**src/rtl/elevator_switch_ctrl.sv**
```systemverilog
// Pressure-plate / lever controller feeding the elevator block.
// Debounces player occupancy on frame ticks and renders the sinking switch sprite.
module elevator_switch_ctrl #(
  parameter int SWITCH_X        = 100,
  parameter int SWITCH_Y        = 300,
  parameter int SWITCH_WIDTH    = 32,
  parameter int SWITCH_HEIGHT   = 8,
  parameter int DEBOUNCE_FRAMES = 3,
  parameter int MAX_DEPTH       = 4,
  parameter int LATCH_MODE      = 0
) (
  input  logic               Clk,
  input  logic               Reset,
  input  logic               frame_clk,
  input  logic signed [15:0] player1_top,
  input  logic signed [15:0] player1_bottom,
  input  logic signed [15:0] player1_left,
  input  logic signed [15:0] player1_right,
  input  logic signed [15:0] player2_top,
  input  logic signed [15:0] player2_bottom,
  input  logic signed [15:0] player2_left,
  input  logic signed [15:0] player2_right,
  input  logic [9:0]         DrawX,
  input  logic [9:0]         DrawY,
  output logic               elevator_on,
  output logic               on_pulse,
  output logic               is_switch,
  output logic [9:0]         switch_read_addr,
  output logic [2:0]         switch_depth
);

  typedef enum logic [1:0] {IDLE, ARMING, ACTIVE, DISARMING} state_t;

  localparam logic signed [15:0] X_LO  = 16'(SWITCH_X);
  localparam logic signed [15:0] X_HI  = 16'(SWITCH_X + SWITCH_WIDTH);
  localparam logic signed [15:0] Y_LO  = 16'(SWITCH_Y - 1);
  localparam logic signed [15:0] Y_HI  = 16'(SWITCH_Y + SWITCH_HEIGHT);
  localparam logic signed [15:0] Y_TOP = 16'(SWITCH_Y);
  localparam logic signed [15:0] W_S   = 16'(SWITCH_WIDTH);
  localparam logic signed [15:0] H_S   = 16'(SWITCH_HEIGHT);
  localparam logic [9:0]         W_10  = 10'(SWITCH_WIDTH);
  localparam logic [2:0]         DEB   = 3'(DEBOUNCE_FRAMES);
  localparam logic [2:0]         MAX_D = 3'(MAX_DEPTH);
  localparam bit                 DF_ONE = (DEBOUNCE_FRAMES == 1);

  state_t state, next_state;
  logic [2:0] count, next_count, count_inc;
  logic frame_clk_delayed, tick;
  logic occ, p1_occ, p2_occ;
  logic next_on, enter_active, enter_idle;
  logic [2:0] next_depth;
  logic signed [15:0] off_x, off_y, vis_h;
  logic unused_tops;

  // Head height plays no part in standing on the plate.
  assign unused_tops = ^{player1_top, player2_top};

  function automatic logic on_plate(input logic signed [15:0] left,
                                    input logic signed [15:0] right,
                                    input logic signed [15:0] bottom);
    return (right > X_LO) && (left < X_HI) && (bottom >= Y_LO) && (bottom <= Y_HI);
  endfunction

  assign p1_occ    = on_plate(player1_left, player1_right, player1_bottom);
  assign p2_occ    = on_plate(player2_left, player2_right, player2_bottom);
  assign occ       = p1_occ | p2_occ;
  assign count_inc = count + 3'd1;

  always_ff @(posedge Clk or negedge Reset) begin
    if (!Reset) begin
      frame_clk_delayed <= 1'b0;
      tick              <= 1'b0;
    end else begin
      frame_clk_delayed <= frame_clk;
      tick              <= frame_clk & ~frame_clk_delayed;
    end
  end

  always_ff @(posedge Clk or negedge Reset) begin
    if (!Reset) begin
      state <= IDLE;
      count <= 3'd0;
    end else if (tick) begin
      state <= next_state;
      count <= next_count;
    end
  end

  always_comb begin
    next_state = state;
    next_count = count;
    case (state)
      IDLE: begin
        if (occ) begin
          next_state = DF_ONE ? ACTIVE : ARMING;
          next_count = DF_ONE ? 3'd0 : 3'd1;
        end
      end
      ARMING: begin
        if (!occ) begin
          next_state = IDLE;
          next_count = 3'd0;
        end else if (count_inc == DEB) begin
          next_state = ACTIVE;
          next_count = 3'd0;
        end else begin
          next_count = count_inc;
        end
      end
      ACTIVE: begin
        if (!occ) begin
          next_state = DF_ONE ? IDLE : DISARMING;
          next_count = DF_ONE ? 3'd0 : 3'd1;
        end
      end
      DISARMING: begin
        if (occ) begin
          next_state = ACTIVE;
          next_count = 3'd0;
        end else if (count_inc == DEB) begin
          next_state = IDLE;
          next_count = 3'd0;
        end else begin
          next_count = count_inc;
        end
      end
      default: begin
        next_state = IDLE;
        next_count = 3'd0;
      end
    endcase
  end

  // Plate sinks whenever the debouncer is heading towards or holding the pressed state.
  always_comb begin
    enter_active = (next_state == ACTIVE) && (state != ACTIVE);
    enter_idle   = (next_state == IDLE) && (state != IDLE);
    next_on      = elevator_on;
    if (LATCH_MODE != 0) begin
      if (enter_active) next_on = ~elevator_on;
    end else begin
      if (enter_active)    next_on = 1'b1;
      else if (enter_idle) next_on = 1'b0;
    end
    if (next_state == ARMING || next_state == ACTIVE)
      next_depth = (switch_depth >= MAX_D) ? MAX_D : switch_depth + 3'd1;
    else
      next_depth = (switch_depth == 3'd0) ? 3'd0 : switch_depth - 3'd1;
  end

  always_ff @(posedge Clk or negedge Reset) begin
    if (!Reset) begin
      elevator_on  <= 1'b0;
      on_pulse     <= 1'b0;
      switch_depth <= 3'd0;
    end else begin
      on_pulse <= tick & (next_on ^ elevator_on);
      if (tick) begin
        elevator_on  <= next_on;
        switch_depth <= next_depth;
      end
    end
  end

  // The sprite's top edge moves down with the plate and its visible height shrinks to match.
  assign off_x = $signed({6'd0, DrawX}) - X_LO;
  assign off_y = $signed({6'd0, DrawY}) - (Y_TOP + $signed({13'd0, switch_depth}));
  assign vis_h = H_S - $signed({13'd0, switch_depth});

  assign is_switch = (off_x >= 16'sd0) && (off_x < W_S) &&
                     (off_y >= 16'sd0) && (off_y < vis_h);
  assign switch_read_addr = is_switch ? (off_x[9:0] + off_y[9:0] * W_10) : 10'd0;

endmodule

```
**config.mk**
```make
export PLATFORM = sky130hd
export DESIGN_NAME = elevator_switch_ctrl
export DESIGN_NICKNAME = d
export VERILOG_FILES = /design/src/rtl/elevator_switch_ctrl.sv
export SDC_FILE = /design/constraint.sdc
export NUM_CORES = 1
export LEC_CHECK = 0
export ABC_AREA = 1
export CORE_ASPECT_RATIO = 0.9
export CORE_MARGIN = 2
export CORE_UTILIZATION = 38
export CTS_BUF_LIST = sky130_fd_sc_hd__clkbuf_2
export CTS_CLUSTER_DIAMETER = 200
export DETAILED_ROUTE_END_ITERATION = 8
export PLACE_DENSITY = 0.95
export SETUP_SLACK_MARGIN = 0.15
export SYNTH_ARGS = -nofsm -noshare
export SYNTH_HDL_FRONTEND = slang
export SYNTH_SLANG_ARGS = --single-unit
```
**constraint.sdc**
```tcl
create_clock -name Clk -period 11.6 [get_ports Clk]
set_input_delay 2.9 -clock Clk [delete_from_list [all_inputs] [get_ports Clk]]
set_output_delay 2.9 -clock Clk [all_outputs]
set_load 0.05 [all_outputs]
```
==> flow_metrics.env <==
export IMPL_status="finished, final reports clean"
export IMPL_hp_class="flip-flop to flip-flop"
export IMPL_setup_ws_ns=1.88
export IMPL_synth_xor_area_share_pct=5.20
export IMPL_yosys_warnings=0
export IMPL_hold_viol_final=0
export IMPL_path_clk_slew_ns=0.11
export IMPL_worstPathMaxFanout=11
export IMPL_utilization_pct=63.7
export IMPL_p_leak_nw=1.77
export IMPL_grt_max_degree=13
export IMPL_io_buffer_count=130
export IMPL_finalNonFillerCells=572
export IMPL_drt_initial_drc_count=55
export IMPL_syn_area_um2=2190
export IMPL_syn_inst=370
export IMPL_fp_row_count=26
export IMPL_yosys_area_share_adder_pct=19.5
export IMPL_synth_top_family_by_area="simple AND/OR/NAND/NOR gates"
export IMPL_worstPathRequired_ns=8.70
export IMPL_setup_tns_ns=0
export IMPL_seq_area_frac_synth_pct=13.7
export IMPL_crit_arrival_ns=6.82
export IMPL_crit_slowest_cell="clkdlybuf4s50_1"
export IMPL_nets=687
export IMPL_whs_ns=0.414
export IMPL_place_gp_congestion=0.810
export IMPL_cts_hold_fix_buffers=0
export IMPL_start_util_pct=38.9
export IMPL_cpPeakStageDelay_ns=0.86
export IMPL_placed_cell_area_um2=3560
export IMPL_skew_ns=0.0106
export IMPL_fmax_mhz=103
export IMPL_grt_pass1_vias=2816
export IMPL_wl_met2_um=3480
export IMPL_core_um2=5630
export IMPL_critPathCaptureType="primary output"
export IMPL_p_per_area_nw_per_um2=116
export IMPL_ir_drop_v=0.000138
export IMPL_slew_headroom_pct=55.3
export IMPL_worst_setup_path_type="input port to primary output"
export IMPL_cpMostUsedCell="inv_1"
export IMPL_insertion_delay_ns=0.27
export IMPL_wl_met1_um=2580
export IMPL_grt_setup_unrepaired="false"
export IMPL_ctsLongestPathBuffers=2
export IMPL_post_route_min_period_ns=9.72
export IMPL_drv_slew=0
export IMPL_chipWidth_um=84.0
export IMPL_antenna_found_initial=0
export IMPL_setup_worst_path_start_class="input port"
export IMPL_hpwl_um=5850
export IMPL_synth_avg_cell_area_um2=5.92
export IMPL_syn_nets=554
export IMPL_tightest_slew_ns=0.669
export IMPL_area_growth_pct=63.6
export IMPL_grt_pass1_wl_um=11500
export IMPL_dpl_cell_count=568
export IMPL_cts_buffers=3
export IMPL_viasPerCell=4.76
export IMPL_grt_ovfl_total=0
export IMPL_setup_viol=0
export IMPL_path_cells="clkdlybuf4s50_1 -> inv_1 -> ha_1 -> inv_1 -> ha_1 -> inv_1 -> fa_1 -> inv_1 -> ha_1 -> a21oi_1 -> o21ai_0 -> nand2_1 -> o2111ai_1 -> nor2_1 -> nand3b_1 -> nor2_2 -> clkdlybuf4s50_1"
export IMPL_maxCapViolCount=0
export IMPL_drc_errors=0
export IMPL_cts_root_buf="clkbuf_2"
export IMPL_synthSimpleGateAreaFrac_pct=40.0
export IMPL_vias=2724
export IMPL_antenna_cells=0
export IMPL_routed_wl_met3_um=380
export IMPL_synth_cell_types=28
export IMPL_drive_above_1_share_pct=4.18
export IMPL_ios=167
export IMPL_ys_seq_elements=12
export IMPL_period_share_pct=83.8
export IMPL_cts_resized=0
export IMPL_wl_um=6600
export IMPL_cts_max_level=1
export IMPL_synthMuxAreaShare_pct=0
export IMPL_synth_compound_area_share_pct=9.02
export IMPL_die_h_um=76.0
export IMPL_top_layer="met4"
export IMPL_die_area_um2=6390
export IMPL_cts_tree="done"
export IMPL_drtPass1Iterations=4
export IMPL_pre_cts_slack_ns=1.87
export IMPL_design_area_um2=3580
export IMPL_ant_nets=0
export IMPL_power_uw=417
export IMPL_grt_usage_pct=21.0
export IMPL_clkSinkCount=12
export IMPL_postCtsSetupBuffers=0
export IMPL_routedWlPerCell_um=11.5
-- cells in the final DEF, fill, tap and decap left out, types with 2 or more instances in the layout --
master / netlist / layout
clkdlybuf4s50_1: 0 / 130
nand2_1: 92 / 92
inv_1: 68 / 68
nor2_1: 65 / 65
ha_1: 31 / 31
nand3_1: 29 / 29
a21oi_1: 14 / 14
dfrtp_1: 12 / 12
o21ai_0: 11 / 11
nor2_2: 9 / 9
xor2_1: 7 / 7
xnor2_1: 6 / 6
nor3_1: 3 / 3
clkbuf_2: 0 / 3
nand3b_1: 2 / 2
nand2_2: 2 / 2
nand3_2: 2 / 2
o21ai_2: 2 / 2
a211oi_1: 2 / 2
nand4_1: 2 / 2
fa_1: 2 / 2
-- power by group --
part / switching (mW) / total [mW] / internal [mW]
Sequential: 0.0144 / 0.0675 / 0.0531
Combinational: 0.184 / 0.328 / 0.144
Clock: 0.0142 / 0.0217 / 0.00749
-- per-layer routing --
layer,vias up,global-route usage [%]
met5,-,0
met4,0,6.61
met3,16,2.93
met2,105,43.0
met1,1194,21.1
li1,1409,-
-- area by class of cell --
class	instances	area, um2
Clock buffer	3	15.0
Tap cell	70	87.6
Fill cell	500	2040
Sequential cell	12	300
Multi-Input combinational cell	287	1620
Clock inverter	1	3.75
Timing Repair Buffer	130	1300
Inverter	69	259
-- cells by family after synthesis --
kind of cell	count (synthesis)
simple gates	207
flops	12
xor+xnor	13
compound gates	34
buf+inv	71
fa+ha+maj	33
-- cells in the mapped netlist (all sizes together) --
cell      n  area share (%)
a211oi    2            0.69
a21boi    1            0.34
a21oi    15             3.6
a22oi     1            0.34
buf       1            0.51
clkbuf    1            0.17
dfrtp    12              14
fa        2             1.8
ha       31              18
inv      69              12
nand2    94              16
nand3    31             7.5
nand3b    2            0.69
nand4     2            0.57
nor2     75              14
nor3      3            0.69
o2111ai   1            0.40
o211ai    1            0.34
o21ai    13             3.3
xnor2     6             2.4
xor2      7             2.8
-- worst max-delay path: cells and delay by family --
| kind | cells | cell delay [ns] |
|---|---|---|
| simple gates | 4 | 0.87 |
| fa+ha+maj | 4 | 1.12 |
| buf+inv | 6 | 1.57 |
| compound gates | 3 | 0.36 |
-- flip-flops by register name, summed over array words and instances (netlist names) --
register / flops
count: 3
elevator_on: 1
frame_clk_delayed: 1
on_pulse: 1
state: 2
switch_depth: 3
tick: 1
-- path summary, 6_finish.rpt --
| kind | from | endpoint | slack [ns] | depth (start not counted) |
|---|---|---|---|---|
| max reg2reg | count[0]$_DFFE_PN0P_ | switch_depth[1]$_DFFE_PN0P_ | 9.35 | 12 |
| min in group asynchronous | Reset | count[0]$_DFFE_PN0P_ | 2.97 | 1 |
| min | frame_clk_delayed$_DFF_PN0_ | tick$_DFF_PN0_ | 0.41 | 1 |
| max in group asynchronous | Reset | elevator_on$_DFFE_PN0P_ | 8.26 | 1 |
| min reg2reg | frame_clk_delayed$_DFF_PN0_ | tick$_DFF_PN0_ | 0.41 | 1 |
| max | DrawY[0] | switch_read_addr[6] | 1.88 | 17 |
Power figures use the tool's default switching activity.
